## src/rtl/lcd_i2c_sequencer.sv

```systemverilog
// HD44780 4-bit sequencer over a PCF8574 expander: power-up wait, init nibbles, then 4 I2C writes per byte.
// Latency: i2c_start one cycle after accept if the writer is idle; req_ready is low until the post-byte settle delay ends.
module lcd_i2c_sequencer #(
  parameter logic [6:0] SLAVE_ADDR   = 7'h27,
  parameter int         PWRUP_CYCLES = 50000,
  parameter int         LONG_DELAY   = 2000,
  parameter int         SHORT_DELAY  = 100,
  parameter int         TIMEOUT      = 1000
) (
  input  logic       clk,
  input  logic       rst,
  input  logic       req_valid,
  output logic       req_ready,
  input  logic       req_rs,
  input  logic [7:0] req_byte,
  input  logic       backlight,
  output logic       i2c_start,
  output logic [6:0] i2c_addr,
  output logic [7:0] i2c_data,
  input  logic       i2c_busy,
  input  logic       i2c_done,
  output logic       init_done,
  output logic       err
);

  localparam int MAX_A  = (PWRUP_CYCLES > LONG_DELAY) ? PWRUP_CYCLES : LONG_DELAY;
  localparam int MAX_B  = (SHORT_DELAY > TIMEOUT) ? SHORT_DELAY : TIMEOUT;
  localparam int MAX_P  = (MAX_A > MAX_B) ? MAX_A : MAX_B;
  localparam int CW_RAW = $clog2(MAX_P + 1);
  localparam int CW     = (CW_RAW < 16) ? 16 : CW_RAW;

  typedef logic [CW-1:0] cnt_t;
  localparam cnt_t PWRUP_LAST = cnt_t'(PWRUP_CYCLES - 1);
  localparam cnt_t LONG_LAST  = cnt_t'(LONG_DELAY - 1);
  localparam cnt_t SHORT_LAST = cnt_t'(SHORT_DELAY - 1);
  localparam cnt_t TO_LAST    = cnt_t'(TIMEOUT - 1);

  typedef enum logic [2:0] {PWRUP, INIT, IDLE, ISSUE, WAIT, NEXT, DELAY} state_t;

  state_t     state_q, state_n;
  cnt_t       cnt_q, cnt_n;
  logic [1:0] step_q, step_n;
  logic [1:0] wr_q, wr_n;
  logic       in_init_q, in_init_n;
  logic       rs_q, rs_n;
  logic [7:0] byte_q, byte_n;
  logic [7:0] data_q, data_n;
  logic       init_done_q, init_done_n;
  logic       err_q, err_n;

  logic [3:0] nib;
  logic [7:0] exp_byte;
  logic       last_wr;
  logic       long_dly;
  cnt_t       dly_last;

  always_ff @(posedge clk or posedge rst) begin
    if (rst) begin
      state_q     <= PWRUP;
      cnt_q       <= '0;
      step_q      <= 2'd0;
      wr_q        <= 2'd0;
      in_init_q   <= 1'b1;
      rs_q        <= 1'b0;
      byte_q      <= 8'h00;
      data_q      <= 8'h00;
      init_done_q <= 1'b0;
      err_q       <= 1'b0;
    end else begin
      state_q     <= state_n;
      cnt_q       <= cnt_n;
      step_q      <= step_n;
      wr_q        <= wr_n;
      in_init_q   <= in_init_n;
      rs_q        <= rs_n;
      byte_q      <= byte_n;
      data_q      <= data_n;
      init_done_q <= init_done_n;
      err_q       <= err_n;
    end
  end

  // wr_q: bit 1 selects the low nibble, bit 0 marks the EN=0 half of the strobe
  always_comb begin
    if (in_init_q) nib = (step_q == 2'd3) ? 4'h2 : 4'h3;
    else           nib = wr_q[1] ? byte_q[3:0] : byte_q[7:4];
    exp_byte = {nib, backlight, ~wr_q[0], 1'b0, in_init_q ? 1'b0 : rs_q};
    last_wr  = in_init_q ? (wr_q == 2'd1) : (wr_q == 2'd3);
    long_dly = in_init_q ? (step_q == 2'd0)
                         : (!rs_q && (byte_q == 8'h01 || byte_q == 8'h02 || byte_q == 8'h03));
    dly_last = long_dly ? LONG_LAST : SHORT_LAST;
  end

  always_comb begin
    state_n     = state_q;
    cnt_n       = cnt_q;
    step_n      = step_q;
    wr_n        = wr_q;
    in_init_n   = in_init_q;
    rs_n        = rs_q;
    byte_n      = byte_q;
    data_n      = data_q;
    init_done_n = init_done_q;
    err_n       = err_q;
    i2c_start   = 1'b0;
    req_ready   = 1'b0;
    case (state_q)
      PWRUP: begin
        if (cnt_q == PWRUP_LAST) begin
          cnt_n   = '0;
          state_n = INIT;
        end else begin
          cnt_n = cnt_q + 1'b1;
        end
      end
      INIT: begin
        in_init_n = 1'b1;
        wr_n      = 2'd0;
        state_n   = ISSUE;
      end
      IDLE: begin
        req_ready = init_done_q;
        if (req_valid && init_done_q) begin
          rs_n      = req_rs;
          byte_n    = req_byte;
          wr_n      = 2'd0;
          in_init_n = 1'b0;
          state_n   = ISSUE;
        end
      end
      ISSUE: begin
        if (!i2c_busy) begin
          i2c_start = 1'b1;
          data_n    = exp_byte;
          cnt_n     = cnt_t'(1);
          state_n   = WAIT;
        end
      end
      WAIT: begin
        // the start cycle counts as the first timeout cycle
        if (i2c_done) begin
          state_n = NEXT;
        end else if (cnt_q == TO_LAST) begin
          err_n   = 1'b1;
          cnt_n   = '0;
          state_n = DELAY;
        end else begin
          cnt_n = cnt_q + 1'b1;
        end
      end
      NEXT: begin
        if (last_wr) begin
          cnt_n   = '0;
          state_n = DELAY;
        end else begin
          wr_n    = wr_q + 2'd1;
          state_n = ISSUE;
        end
      end
      DELAY: begin
        if (cnt_q == dly_last) begin
          cnt_n = '0;
          if (in_init_q && step_q != 2'd3) begin
            step_n  = step_q + 2'd1;
            state_n = INIT;
          end else begin
            if (in_init_q) init_done_n = 1'b1;
            state_n = IDLE;
          end
        end else begin
          cnt_n = cnt_q + 1'b1;
        end
      end
      default: state_n = PWRUP;
    endcase
  end

  assign i2c_addr  = SLAVE_ADDR;
  assign i2c_data  = i2c_start ? exp_byte : data_q;
  assign init_done = init_done_q;
  assign err       = err_q;

endmodule
```

## config.mk

```make
export PLATFORM = sky130hd
export DESIGN_NAME = lcd_i2c_sequencer
export DESIGN_NICKNAME = d
export VERILOG_FILES = /design/src/rtl/lcd_i2c_sequencer.sv
export SDC_FILE = /design/constraint.sdc
export NUM_CORES = 1
export LEC_CHECK = 0
export BUFFER_PORTS_ARGS = -buffer_cell sky130_fd_sc_hd__clkbuf_2
export CORE_MARGIN = 2
export CORE_UTILIZATION = 40
export CTS_CLUSTER_SIZE = 40
export DETAILED_ROUTE_END_ITERATION = 16
export RECOVER_POWER = 25
export SLEW_MARGIN = 30
export SYNTH_ARGS = -nofsm -noshare
export SYNTH_HDL_FRONTEND = slang
export SYNTH_SLANG_ARGS = --single-unit
```

## constraint.sdc

```tcl
create_clock -name clk -period 2.4 [get_ports clk]
set_input_delay 0.6 -clock clk [delete_from_list [all_inputs] [get_ports clk]]
set_output_delay 0.6 -clock clk [all_outputs]
set_load 0.05 [all_outputs]
```

==> qor.txt <==
Status -> finished, final reports clean
H-tree Lvls -> 2
First-pass GRT wire length -> 9760 µm
CP peak stage delay -> 0.56 ns
CP cell instances -> or4_4 > or4_1 > o31a_1 > o21a_4 > nor2_4 > buf_4 > o211ai_1
Tightest Pin Transition -> 0.992 ns
P per Cell Area -> 899 mW/mm²
Synth Register Bits -> 42
Reg area -> 0.00105 mm²
Global-route usage over all layers -> 17.2%
Post-route minimum period -> 2.32 ns
Synth area leader -> dfrtp_1
Synth top cells by count -> nand2_1, dfrtp_1, nor2_1, clkbuf_1, o21ai_1
Initial Util -> 42.0%
R2R Path Start -> cnt_q[14]
Achievable frequency -> 430 MHz
DP HPWL -> 4200 µm
Dominant synthesized flop cell -> dfrtp_1
Setup violators final -> 0
Area occupied by multi-input gates -> 0.00139 mm²
First drt pass iteration count -> 4
Synth top area share -> 40.8%
Sequential area share after synthesis -> 41.8%
Initial antenna violation count -> 0
Post-Synth XOR/XNOR Area -> 1.74%
Final total power -> 2.73 mW
# IOs -> 34
Ys async rst share -> 100%
Crit Path Category -> reg2reg
Initial DRC count -> 137
Most frequent cell after synthesis -> nand2_1
Critical Path RT -> 2.58 ns
Leakage -> 1.36 nW
Vias per inst -> 5.30
Relative slew slack -> 33.7%
Layout fillers -> 558
Synth Cell Area -> 0.00252 mm²
Port bufs -> 25
Antenna Nets Post-Route -> 0
Fraction of synthesized area in multiplexers -> 6.51%
Adder-cell area share of the yosys netlist -> 1.49%
Clk_lat worst skew -> 0.30 ns
Max-cap violations -> 0
Congestion Overflow GR -> 0
CP Capture Type -> flip-flop
Clk slew on worst S/H paths -> 0.09 ns
Crit path max fanout -> 6
Yosys warnings -> 0
Die Wd -> 83.3 µm
Worst Path Buf+Inv -> 1
Nets@finish -> 341
Site row count -> 28
GPL Wtd Cong -> 0.822
Core area -> 0.00599 mm²
Final core occ -> 50.7%
Number of diodes -> 0
CTS max path bufs -> 2
Die Height -> 83.3 µm
Synth Area in Compound Gates -> 17.3%
Largest net degree at the start of global routing -> 23
Slowest-stage cell, CP -> or4_4
Setup tns final -> 0 ns
Routed len/inst -> 14.9 µm
Vias in the first global route -> 1,962
Peak supply drop -> 0.000663 V
Final Hold Fails -> 0
Simple-gate area share of the yosys netlist -> 23.6%
EDFF count, synth -> 0
Largest family of logic cells by synthesized area -> simple AND/OR/NAND/NOR gates
Count of final max-slew check failures -> 0
CTS tree -> built
Synth top area cells -> dfrtp_1, nand2_1, mux2_2, o211ai_2, nor2_1
Synth cell types -> 50
Final wirelength -> 5950 µm
Worst hold path class -> in2async
Share of cells above drive strength 1 -> 30.6%
Critical path origin -> cnt_q[14]
Vias -> 2,114
Root buffer cell -> clkbuf_8
Final worst path period share -> 96.8%
Layout area overhead -> 20.7%
Worst Path Arrival -> 2.50 ns
Clock Skews -> 0.00574 ns
DRC Markers -> 0
Die ar. -> 0.00694 mm²
Cts bufs inserted -> 5
Clock sinks -> 42
Avg Synthesized Cell Area -> 8.80 µm²
Startpoint Class -> flip-flop
Worst path top cell family by delay -> simple AND/OR/NAND/NOR gates
RSZ-0062 raised after global routing -> no
Cells after Synth -> 286
power by group:
group | leakage, nW | total, mW | switching, mW | internal (mW)
logic | 0.762 | 1.35 | 0.825 | 0.525
clock network | 0.0447 | 0.485 | 0.275 | 0.210
registers | 0.556 | 0.896 | 0.0924 | 0.804
total | 1.36 | 2.73 | 1.19 | 1.54
per-stage QoR:
stage	instances	cell area, µm²	setup slack [ns]	hold WS, ns
finish	399	3040	0.0767	0.454
detailed placement	386	2850	0.0758	0.463
floorplan	292	2580	-0.325	0.473
global route	399	3040	0.00123	0.514
CTS	394	2970	0.0333	0.368
global placement	386	2850	0.0861	0.459
kinds of logic after synthesis:
family                     count (synthesis)
adders and majority gates                  3
and+or+nand+nor                          122
other                                      2
buffers and inverters                     36
xor gates and xnor gates                   5
DFF                                       42
AOI/OAI and AO/OA                         61
muxes                                     15
registers in the layout, summed over array words and instances, names as in the netlist, 2 cells and up:
register / count
state_q: 3
wr_q: 2
byte_q: 8
data_q: 7
step_q: 2
cnt_q: 16
layer usage:
layer  vias to the layer above  track usage (%)  wire length (µm)
li1                       1059                -                 -
met1                       999             25.3              2970
met2                        54             25.7              2640
met3                         2             3.98               322
met4                         0             3.87                24
met5                         -                0                 0
timing repair:
| action | in CTS | in global routing |
|---|---|---|
| setup endpoints to repair | 7 | 22 |
| gates resized for setup | 7 | 9 |
| buffers inserted | 0 | 3 |
| hold buffers | 0 | 0 |
| cloned | 0 | 2 |
| pin swaps | 0 | 4 |
worst paths after layout:
check | end | slack [ns] | depth (start not counted)
min in group clk | err | 0.48 | 2
max in group asynchronous | wr_q[1] | 0.45 | 3
max reg2reg | cnt_q[12] | 0.08 | 7
min | cnt_q[1] | 0.45 | 2
min reg2reg | err | 0.48 | 2
max | cnt_q[12] | 0.08 | 7
cell type report:
cell class | instances | share of cell area, %
Multi-Input combinational cell | 216 | 45.8
Clock inverter | 3 | 0.824
Tap cell | 75 | 3.09
Inverter | 10 | 1.36
Clock buffer | 5 | 2.27
Timing Repair Buffer | 48 | 12.0
Sequential cell | 42 | 34.7
cells in the final DEF (no fill, tap or decap), types with 8 or more instances in the layout:
| cell | instances |
|---|---|
| conb_1 | 8 |
| dfrtp_1 | 40 |
| nor2_1 | 19 |
| mux2_2 | 11 |
| inv_1 | 8 |
| a21oi_1 | 10 |
| buf_4 | 21 |
| clkbuf_2 | 19 |
| nand2_1 | 54 |
| o21ai_1 | 13 |
No activity file was read; power rests on OpenSTA's default activity.
